<file path="config.mk">
export PLATFORM = sky130hd
export DESIGN_NAME = card_frame_loader_flat
export DESIGN_NICKNAME = d
export VERILOG_FILES = /design/src/rtl/poker_pkg.sv /design/src/rtl/card_frame_loader_if.sv /design/src/rtl/card_dup_mask.sv /design/src/rtl/card_frame_loader.sv /design/src/flat_wrapper.sv
export SDC_FILE = /design/constraint.sdc
export NUM_CORES = 1
export LEC_CHECK = 0
export CAP_MARGIN = 25
export CORE_MARGIN = 3
export CORE_UTILIZATION = 52
export DETAILED_ROUTE_END_ITERATION = 16
export PLACE_DENSITY_LB_ADDON = 0.3
export SLEW_MARGIN = 20
export SYNTH_ARGS = -nofsm -noshare
export SYNTH_HDL_FRONTEND = slang
export SYNTH_SLANG_ARGS = --single-unit
export TNS_END_PERCENT = 1
</file>
<file path="constraint.sdc">
create_clock -name clk -period 2.9 [get_ports clk]
set_input_delay 0.58 -clock clk [delete_from_list [all_inputs] [get_ports clk]]
set_output_delay 0.58 -clock clk [all_outputs]
set_load 0.01 [all_outputs]
</file>
<file path="src/rtl/poker_pkg.sv">
// poker_pkg: shared constants, card type, loader state encoding and the
// card-to-deck-index helper used by card_frame_loader and card_dup_mask.
package poker_pkg;

  localparam int unsigned NUM_PLAYERS     = 9;
  localparam int unsigned HOLE_PER_PLAYER = 2;
  localparam int unsigned PUB_CARDS       = 3;
  localparam int unsigned HOLE_CARDS      = NUM_PLAYERS * HOLE_PER_PLAYER;
  localparam int unsigned FRAME_CARDS     = HOLE_CARDS + PUB_CARDS;
  localparam int unsigned DECK_CARDS      = 52;

  // Default legal rank window (ace = 14).
  localparam int unsigned RANK_MIN_DEF = 2;
  localparam int unsigned RANK_MAX_DEF = 14;

  typedef struct packed {
    logic [3:0] num;
    logic [1:0] suit;
  } card_t;

  typedef enum logic [1:0] {
    ST_COLLECT = 2'd0,
    ST_HOLD    = 2'd1,
    ST_EMIT    = 2'd2
  } loader_state_e;

  // Deck position (rank-rank_min)*4+suit. Ranks below rank_min wrap to a
  // large offset, so any out-of-window rank lands at index >= 52.
  function automatic logic [5:0] card_index(card_t c, logic [3:0] rank_min);
    logic [3:0] rank_off;
    rank_off = c.num - rank_min;
    return {rank_off, c.suit};
  endfunction

endpackage

</file>
<file path="src/rtl/card_frame_loader_if.sv">
// card_frame_loader_if: card stream in, frame bundle out, core busy back.
// master = upstream source / win-rate core side, slave = the loader.
interface card_frame_loader_if;
  import poker_pkg::*;

  // Card stream
  logic                      in_valid;
  logic [3:0]                in_num;
  logic [1:0]                in_suit;
  logic                      in_ready;

  // Core side
  logic                      core_busy;
  logic                      out_valid;
  logic [4*HOLE_CARDS-1:0]   out_hole_num;
  logic [2*HOLE_CARDS-1:0]   out_hole_suit;
  logic [4*PUB_CARDS-1:0]    out_pub_num;
  logic [2*PUB_CARDS-1:0]    out_pub_suit;
  logic                      out_err;

  modport master (
    output in_valid, in_num, in_suit, core_busy,
    input  in_ready, out_valid, out_hole_num, out_hole_suit,
           out_pub_num, out_pub_suit, out_err
  );

  modport slave (
    input  in_valid, in_num, in_suit, core_busy,
    output in_ready, out_valid, out_hole_num, out_hole_suit,
           out_pub_num, out_pub_suit, out_err
  );

endinterface

</file>
<file path="src/rtl/card_dup_mask.sv">
// card_dup_mask: 52-bit used-card mask for the loader's duplicate check.
// Only built when CARD_DUP_CHECK_EN is defined. o_hit reflects the
// registered mask for i_index; indices >= 52 never hit and never set.
`ifdef CARD_DUP_CHECK_EN
module card_dup_mask
  import poker_pkg::*;
(
  input  logic       clk,
  input  logic       rst_n,
  input  logic       i_clear,
  input  logic       i_set,
  input  logic [5:0] i_index,
  output logic       o_hit
);

  logic [DECK_CARDS-1:0] r_mask;
  logic                  w_in_deck;

  assign w_in_deck = (i_index < 6'(DECK_CARDS));
  assign o_hit     = w_in_deck & r_mask[i_index];

  // Mask update: clear wins over set so an aborted/issued frame starts empty.
  always_ff @(posedge clk) begin
    if (!rst_n) begin
      r_mask <= '0;
    end else if (i_clear) begin
      r_mask <= '0;
    end else if (i_set && w_in_deck) begin
      r_mask[i_index] <= 1'b1;
    end
  end

endmodule
`endif

</file>
<file path="src/rtl/card_frame_loader.sv">
// card_frame_loader: collects 21 cards (18 hole, then 3 flop) from a
// one-card-per-cycle stream, range-checks each card, and issues the frame
// as a one-cycle parallel bundle once the win-rate core is idle.
// Optional feature: define CARD_DUP_CHECK_EN to add duplicate-card abort.
module card_frame_loader
  import poker_pkg::*;
#(
  parameter int unsigned RANK_MIN = RANK_MIN_DEF,
  parameter int unsigned RANK_MAX = RANK_MAX_DEF
) (
  input logic                clk,
  input logic                rst_n,
  card_frame_loader_if.slave bus
);

  localparam logic [3:0] RANK_MIN_C = 4'(RANK_MIN);
  localparam logic [3:0] RANK_MAX_C = 4'(RANK_MAX);
  localparam logic [4:0] LAST_K     = 5'(FRAME_CARDS - 1);
  localparam logic [4:0] HOLE_K     = 5'(HOLE_CARDS);

  loader_state_e           r_state;
  logic [4:0]              r_k;
  logic                    r_in_ready;
  logic                    r_out_valid;
  logic                    r_out_err;

  logic [4*HOLE_CARDS-1:0] r_hole_num;
  logic [2*HOLE_CARDS-1:0] r_hole_suit;
  logic [4*PUB_CARDS-1:0]  r_pub_num;
  logic [2*PUB_CARDS-1:0]  r_pub_suit;

  card_t                   w_card;
  logic                    w_accept;
  logic                    w_range_bad;
  logic                    w_dup;
  logic                    w_bad;
  logic                    w_write;
  logic [1:0]              w_pub_idx;

  assign w_card      = '{num: bus.in_num, suit: bus.in_suit};
  // Cards offered outside COLLECT are simply not taken.
  assign w_accept    = bus.in_valid && (r_state == ST_COLLECT);
  assign w_range_bad = (w_card.num < RANK_MIN_C) || (w_card.num > RANK_MAX_C);
  // Range and duplicate faults merge into one abort, so one out_err.
  assign w_bad       = w_range_bad | w_dup;
  assign w_write     = w_accept & ~w_bad;
  assign w_pub_idx   = 2'(r_k - HOLE_K);

`ifdef CARD_DUP_CHECK_EN
  logic       w_mask_clear;
  logic       w_mask_set;
  logic [5:0] w_card_idx;
  logic       w_dup_hit;

  assign w_card_idx   = card_index(w_card, RANK_MIN_C);
  assign w_mask_clear = (r_state == ST_EMIT) | (w_accept & w_bad);
  assign w_mask_set   = w_write;
  assign w_dup        = w_dup_hit;

  card_dup_mask u_dup_mask (
    .clk     (clk),
    .rst_n   (rst_n),
    .i_clear (w_mask_clear),
    .i_set   (w_mask_set),
    .i_index (w_card_idx),
    .o_hit   (w_dup_hit)
  );
`else
  // No mask: a repeated card is just another card.
  assign w_dup = 1'b0;
`endif

  // Loader FSM: COLLECT -> HOLD -> EMIT -> COLLECT with registered strobes.
  always_ff @(posedge clk) begin
    if (!rst_n) begin
      r_state     <= ST_COLLECT;
      r_k         <= '0;
      r_in_ready  <= 1'b1;
      r_out_valid <= 1'b0;
      r_out_err   <= 1'b0;
    end else begin
      // NOTE: non-blocking assignments keep every register update in this
      // block sampling the pre-edge values, independent of statement order.
      r_out_valid <= 1'b0;
      r_out_err   <= 1'b0;
      case (r_state)
        ST_COLLECT: begin
          if (w_accept) begin
            if (w_bad) begin
              // Abort: source restarts the whole frame from card 0.
              r_out_err <= 1'b1;
              r_k       <= '0;
            end else if (r_k == LAST_K) begin
              r_state    <= ST_HOLD;
              r_in_ready <= 1'b0;
            end else begin
              r_k <= r_k + 5'd1;
            end
          end
        end
        ST_HOLD: begin
          if (!bus.core_busy) begin
            r_state     <= ST_EMIT;
            r_out_valid <= 1'b1;
          end
        end
        ST_EMIT: begin
          // Busy rising now is the core reacting to this strobe; not a cancel.
          r_state    <= ST_COLLECT;
          r_in_ready <= 1'b1;
          r_k        <= '0;
        end
        default: begin
          r_state    <= ST_COLLECT;
          r_in_ready <= 1'b1;
          r_k        <= '0;
        end
      endcase
    end
  end

  // Frame storage: accepted good card goes to hole slot k or flop slot k-18.
  always_ff @(posedge clk) begin
    if (!rst_n) begin
      // NOTE: the frame storage is small, so it is reset like any other
      // register rather than being left uninitialised as a RAM would be.
      r_hole_num  <= '0;
      r_hole_suit <= '0;
      r_pub_num   <= '0;
      r_pub_suit  <= '0;
    end else if (w_write) begin
      if (r_k < HOLE_K) begin
        r_hole_num[{r_k, 2'b00} +: 4]  <= w_card.num;
        r_hole_suit[{r_k, 1'b0} +: 2]  <= w_card.suit;
      end else begin
        r_pub_num[{w_pub_idx, 2'b00} +: 4] <= w_card.num;
        r_pub_suit[{w_pub_idx, 1'b0} +: 2] <= w_card.suit;
      end
    end
  end

  // Bundle is visible only during the strobe cycle; zero otherwise.
  assign bus.in_ready      = r_in_ready;
  assign bus.out_valid     = r_out_valid;
  assign bus.out_err       = r_out_err;
  assign bus.out_hole_num  = r_out_valid ? r_hole_num  : '0;
  assign bus.out_hole_suit = r_out_valid ? r_hole_suit : '0;
  assign bus.out_pub_num   = r_out_valid ? r_pub_num   : '0;
  assign bus.out_pub_suit  = r_out_valid ? r_pub_suit  : '0;

endmodule

</file>
<file path="src/flat_wrapper.sv">
// flat-port wrapper written by rule: the top's interface ports become plain ports
module card_frame_loader_flat import poker_pkg::*;
#(
  parameter int unsigned RANK_MIN = RANK_MIN_DEF,
  parameter int unsigned RANK_MAX = RANK_MAX_DEF
)
  (clk, rst_n, bus_in_valid, bus_in_num, bus_in_suit, bus_core_busy, bus_in_ready, bus_out_valid, bus_out_hole_num, bus_out_hole_suit, bus_out_pub_num, bus_out_pub_suit, bus_out_err);
  card_frame_loader_if bus_i ();
  input logic clk;
  input logic rst_n;
  input wire logic [$bits(bus_i.in_valid)-1:0] bus_in_valid;
  input wire logic [$bits(bus_i.in_num)-1:0] bus_in_num;
  input wire logic [$bits(bus_i.in_suit)-1:0] bus_in_suit;
  input wire logic [$bits(bus_i.core_busy)-1:0] bus_core_busy;
  output wire logic [$bits(bus_i.in_ready)-1:0] bus_in_ready;
  output wire logic [$bits(bus_i.out_valid)-1:0] bus_out_valid;
  output wire logic [$bits(bus_i.out_hole_num)-1:0] bus_out_hole_num;
  output wire logic [$bits(bus_i.out_hole_suit)-1:0] bus_out_hole_suit;
  output wire logic [$bits(bus_i.out_pub_num)-1:0] bus_out_pub_num;
  output wire logic [$bits(bus_i.out_pub_suit)-1:0] bus_out_pub_suit;
  output wire logic [$bits(bus_i.out_err)-1:0] bus_out_err;
  assign bus_i.in_valid = bus_in_valid;
  assign bus_i.in_num = bus_in_num;
  assign bus_i.in_suit = bus_in_suit;
  assign bus_i.core_busy = bus_core_busy;
  assign bus_in_ready = bus_i.in_ready;
  assign bus_out_valid = bus_i.out_valid;
  assign bus_out_hole_num = bus_i.out_hole_num;
  assign bus_out_hole_suit = bus_i.out_hole_suit;
  assign bus_out_pub_num = bus_i.out_pub_num;
  assign bus_out_pub_suit = bus_i.out_pub_suit;
  assign bus_out_err = bus_i.out_err;
  card_frame_loader #(.RANK_MIN(RANK_MIN), .RANK_MAX(RANK_MAX)) u_core (.clk(clk), .rst_n(rst_n), .bus(bus_i));
endmodule
</file>
==> out/results.tsv <==
metric	value	unit
swShare	24.1	%
antenna_left	0	
async_flop_share	0	%
multi_input_area	3810	um2
drc	0	
grt_pass1_wl	31600	um
drt_iter0_markers	530	
ys.warnings.count	0	
first_pass_iters	6	
p_sw	1080	uW
syn_avg_cell_area	8.68	um2
core	12700	um2
cts_buffers	17	
wl_per_cell	18.2	um
worst_ir_drop_vdd	485	uV
wirelength	19900	um
antenna_found_initial	0	
grt_overflow	0	
critPathCaptureType	output pin	
hold_viol_final	0	
setup_violations	0	
syn_area	6820	um2
use_met3	5.33	%
synth-edff-count	0	
gp_congestion	0.955	
io_pins	139	
period_minus_slack	2.60	ns
yosysTopAreaCell	dfxtp_1	
final_nets	929	
num_vias	6054	
finClkSkew	0.00514	ns
cts.sinks	136	
worst_hold_slack	0.452	ns
grt.total_usage	27.7	%
die_area	14500	um2
max-slew-margin-rel	45.2	%
maxCapViolCount	0	
powerDensity	498	nW/um2
cp.arrival	2.02	ns
pwr-share-clk	49.7	%
dpl.hpwl	14500	um
n_antenna_cell	0	
p_int	3400	uW
io_buffers	138	
initial_utilization	53.6	%
grt_pass1_vias	6070	
nFillCells	1010	
routed_via_density	5.51	
cts_htree_levels	4	
die_w	120	um
cp_max_fo	71	
synth_top_family_by_area	simple AND/OR/NAND/NOR gates	
clock-root-buffer	clkbuf_16	
drv_slew	0	
grt_max_degree	86	
cp-start-kind	flip-flop	
cts_setup_buffers	0	
use_met2	46.8	%
final_cell_mix	nand2_1 (141), clkdlybuf4s50_1 (137), dfxtp_1 (135)	
holdBufCountCts	0	
cts_tree	done	
ys_seq_elements	136	
yosysSeqAreaShare	39.9	%
synth.distinct_cells	51	
seq_power_share	42.1	%
final_common_cell	nand2_1	
cts_resized	0	
drive_gt1_share	9.29	%
critPathKind	reg2out	
rsz0062_at_grt	false	
die_h	120	um
synth_ff_type	dfxtp_1	
seq_area	2720	um2
hp-class	reg2reg	
muxShareOfSynthArea	14.7	%
max_freq	384	MHz
synth.area.top_cells	dfxtp_1 (40%), mux2i_1 (15%), and2_1 (12%), nand2_1 (7.8%), nor3_4 (2.6%)	
timing.final.crit_share	89.7	%
synthToLayoutAreaGrowth	31.9	%
synth_cells	785	
std_cell_rows	41	
synth_compound_area_share	6.83	%
tightest_slew	0.823	ns
grt_busiest_layer	met2	
tns	0	ns
grtUsageMet1	34.7	%
syn_nets	801	
clock_path_buffers	2	
outcome	finished clean	
clock_latency	0.42	ns
combPwrFrac	8.2	%
cts.clk_slew.worst_paths	0.06	ns
synthAdderAreaFrac	1.10	%
synth-xor-area-share	0.514	%
power.leakage	0.00337	uW
synth_top_area_share	39.9	%
synth_simple_gate_area_share	32.8	%
worstPathRequired	2.32	ns
-- layer usage --
metal / wire length, um / up-vias
li1: - / 2896
met5: 0 / -
met4: 524 / 0
met1: 8380 / 2878
met2: 9780 / 243
met3: 1260 / 37
-- flip-flops by register name, indices dropped and copies added, names as in the netlist --
signal                count
u_core.bus.in_ready       1
u_core.bus.out_err        1
u_core.bus.out_valid      1
u_core.r_hole_num        72
u_core.r_hole_suit       36
u_core.r_k                5
u_core.r_pub_num         12
u_core.r_pub_suit         6
u_core.r_state            2
-- synth_stat cells (2+ instances only) --
cell type,n
nand4_1,16
o21ai_0,12
and4_1,3
nor4_1,3
a31o_1,2
buf_4,2
nand3b_1,7
and2_1,129
o31ai_4,2
a21oi_1,30
nor2_2,2
or2_2,2
inv_1,6
o21a_1,3
nand2b_1,2
or3_1,8
nor3_4,11
buf_6,2
ha_1,6
nor2b_1,9
dfxtp_1,136
nand3_1,30
buf_2,9
mux2i_1,100
clkbuf_1,43
nand2_1,141
buf_1,3
nor3_1,7
nand4b_1,2
xnor2_1,4
nor2_1,31
nor3b_1,3
-- per-stage QoR --
stage                     util, %  total power [uW]  setup slack (ns)  cell area (um2)  std cells
after detailed placement     65.9              2290            0.0395             8380       1066
final                        70.7              4480             0.298             8990       1098
after floorplan                 -              2160             0.514             6820        785
after CTS                    70.7              4490             0.295             8990       1098
after global placement       65.9              2280             0.144             8380       1066
after global routing         70.7              4600             0.199             8990       1098
-- path summary, 6_finish.rpt --
check | to | from | slack, ns | cells past startpoint
min | u_core.r_hole_num[28] | u_core.r_hole_num[28] | 0.45 | 2
max | bus_out_hole_num[0] | u_core.bus.out_valid | 0.30 | 3
min reg2reg | u_core.r_hole_num[28] | u_core.r_hole_num[28] | 0.45 | 2
max reg2reg | u_core.r_hole_num[56] | u_core.r_k[4] | 0.35 | 5
-- final cells by class --
cell class                 instances  share of cell area, %
inverter                           6                  0.250
sequential                       136                   30.3
clock inverter                    11                   1.60
clock buffer                      21                   5.23
timing repair buffer             168                   17.8
multi-input combinational        584                   42.4
tap                              172                   2.39
-- logic make-up after synthesis --
family | after synthesis
and+or+nand+nor | 410
xor gates and xnor gates | 4
DFF | 136
muxes | 100
AOI/OAI and AO/OA | 64
adders and majority gates | 6
buffers and inverters | 65
-- critical path, cell delays in order (launching register included) --
cell,delay (ns)
dfxtp_2,0.32
buf_4,0.40
and2_1,0.27
clkdlybuf4s50_1,0.56
-- power groups by stage --
stage / sequential, uW / combinational, uW / clock, uW
6_report: 1880 / 370 / 2230
5_1_grt: 1880 / 394 / 2320
2_1_floorplan: 1920 / 235 / 0
3_3_place_gp: 1920 / 356 / 0
4_1_cts: 1880 / 363 / 2240
3_5_place_dp: 1930 / 362 / 0
Power figures use the tool's default switching activity.
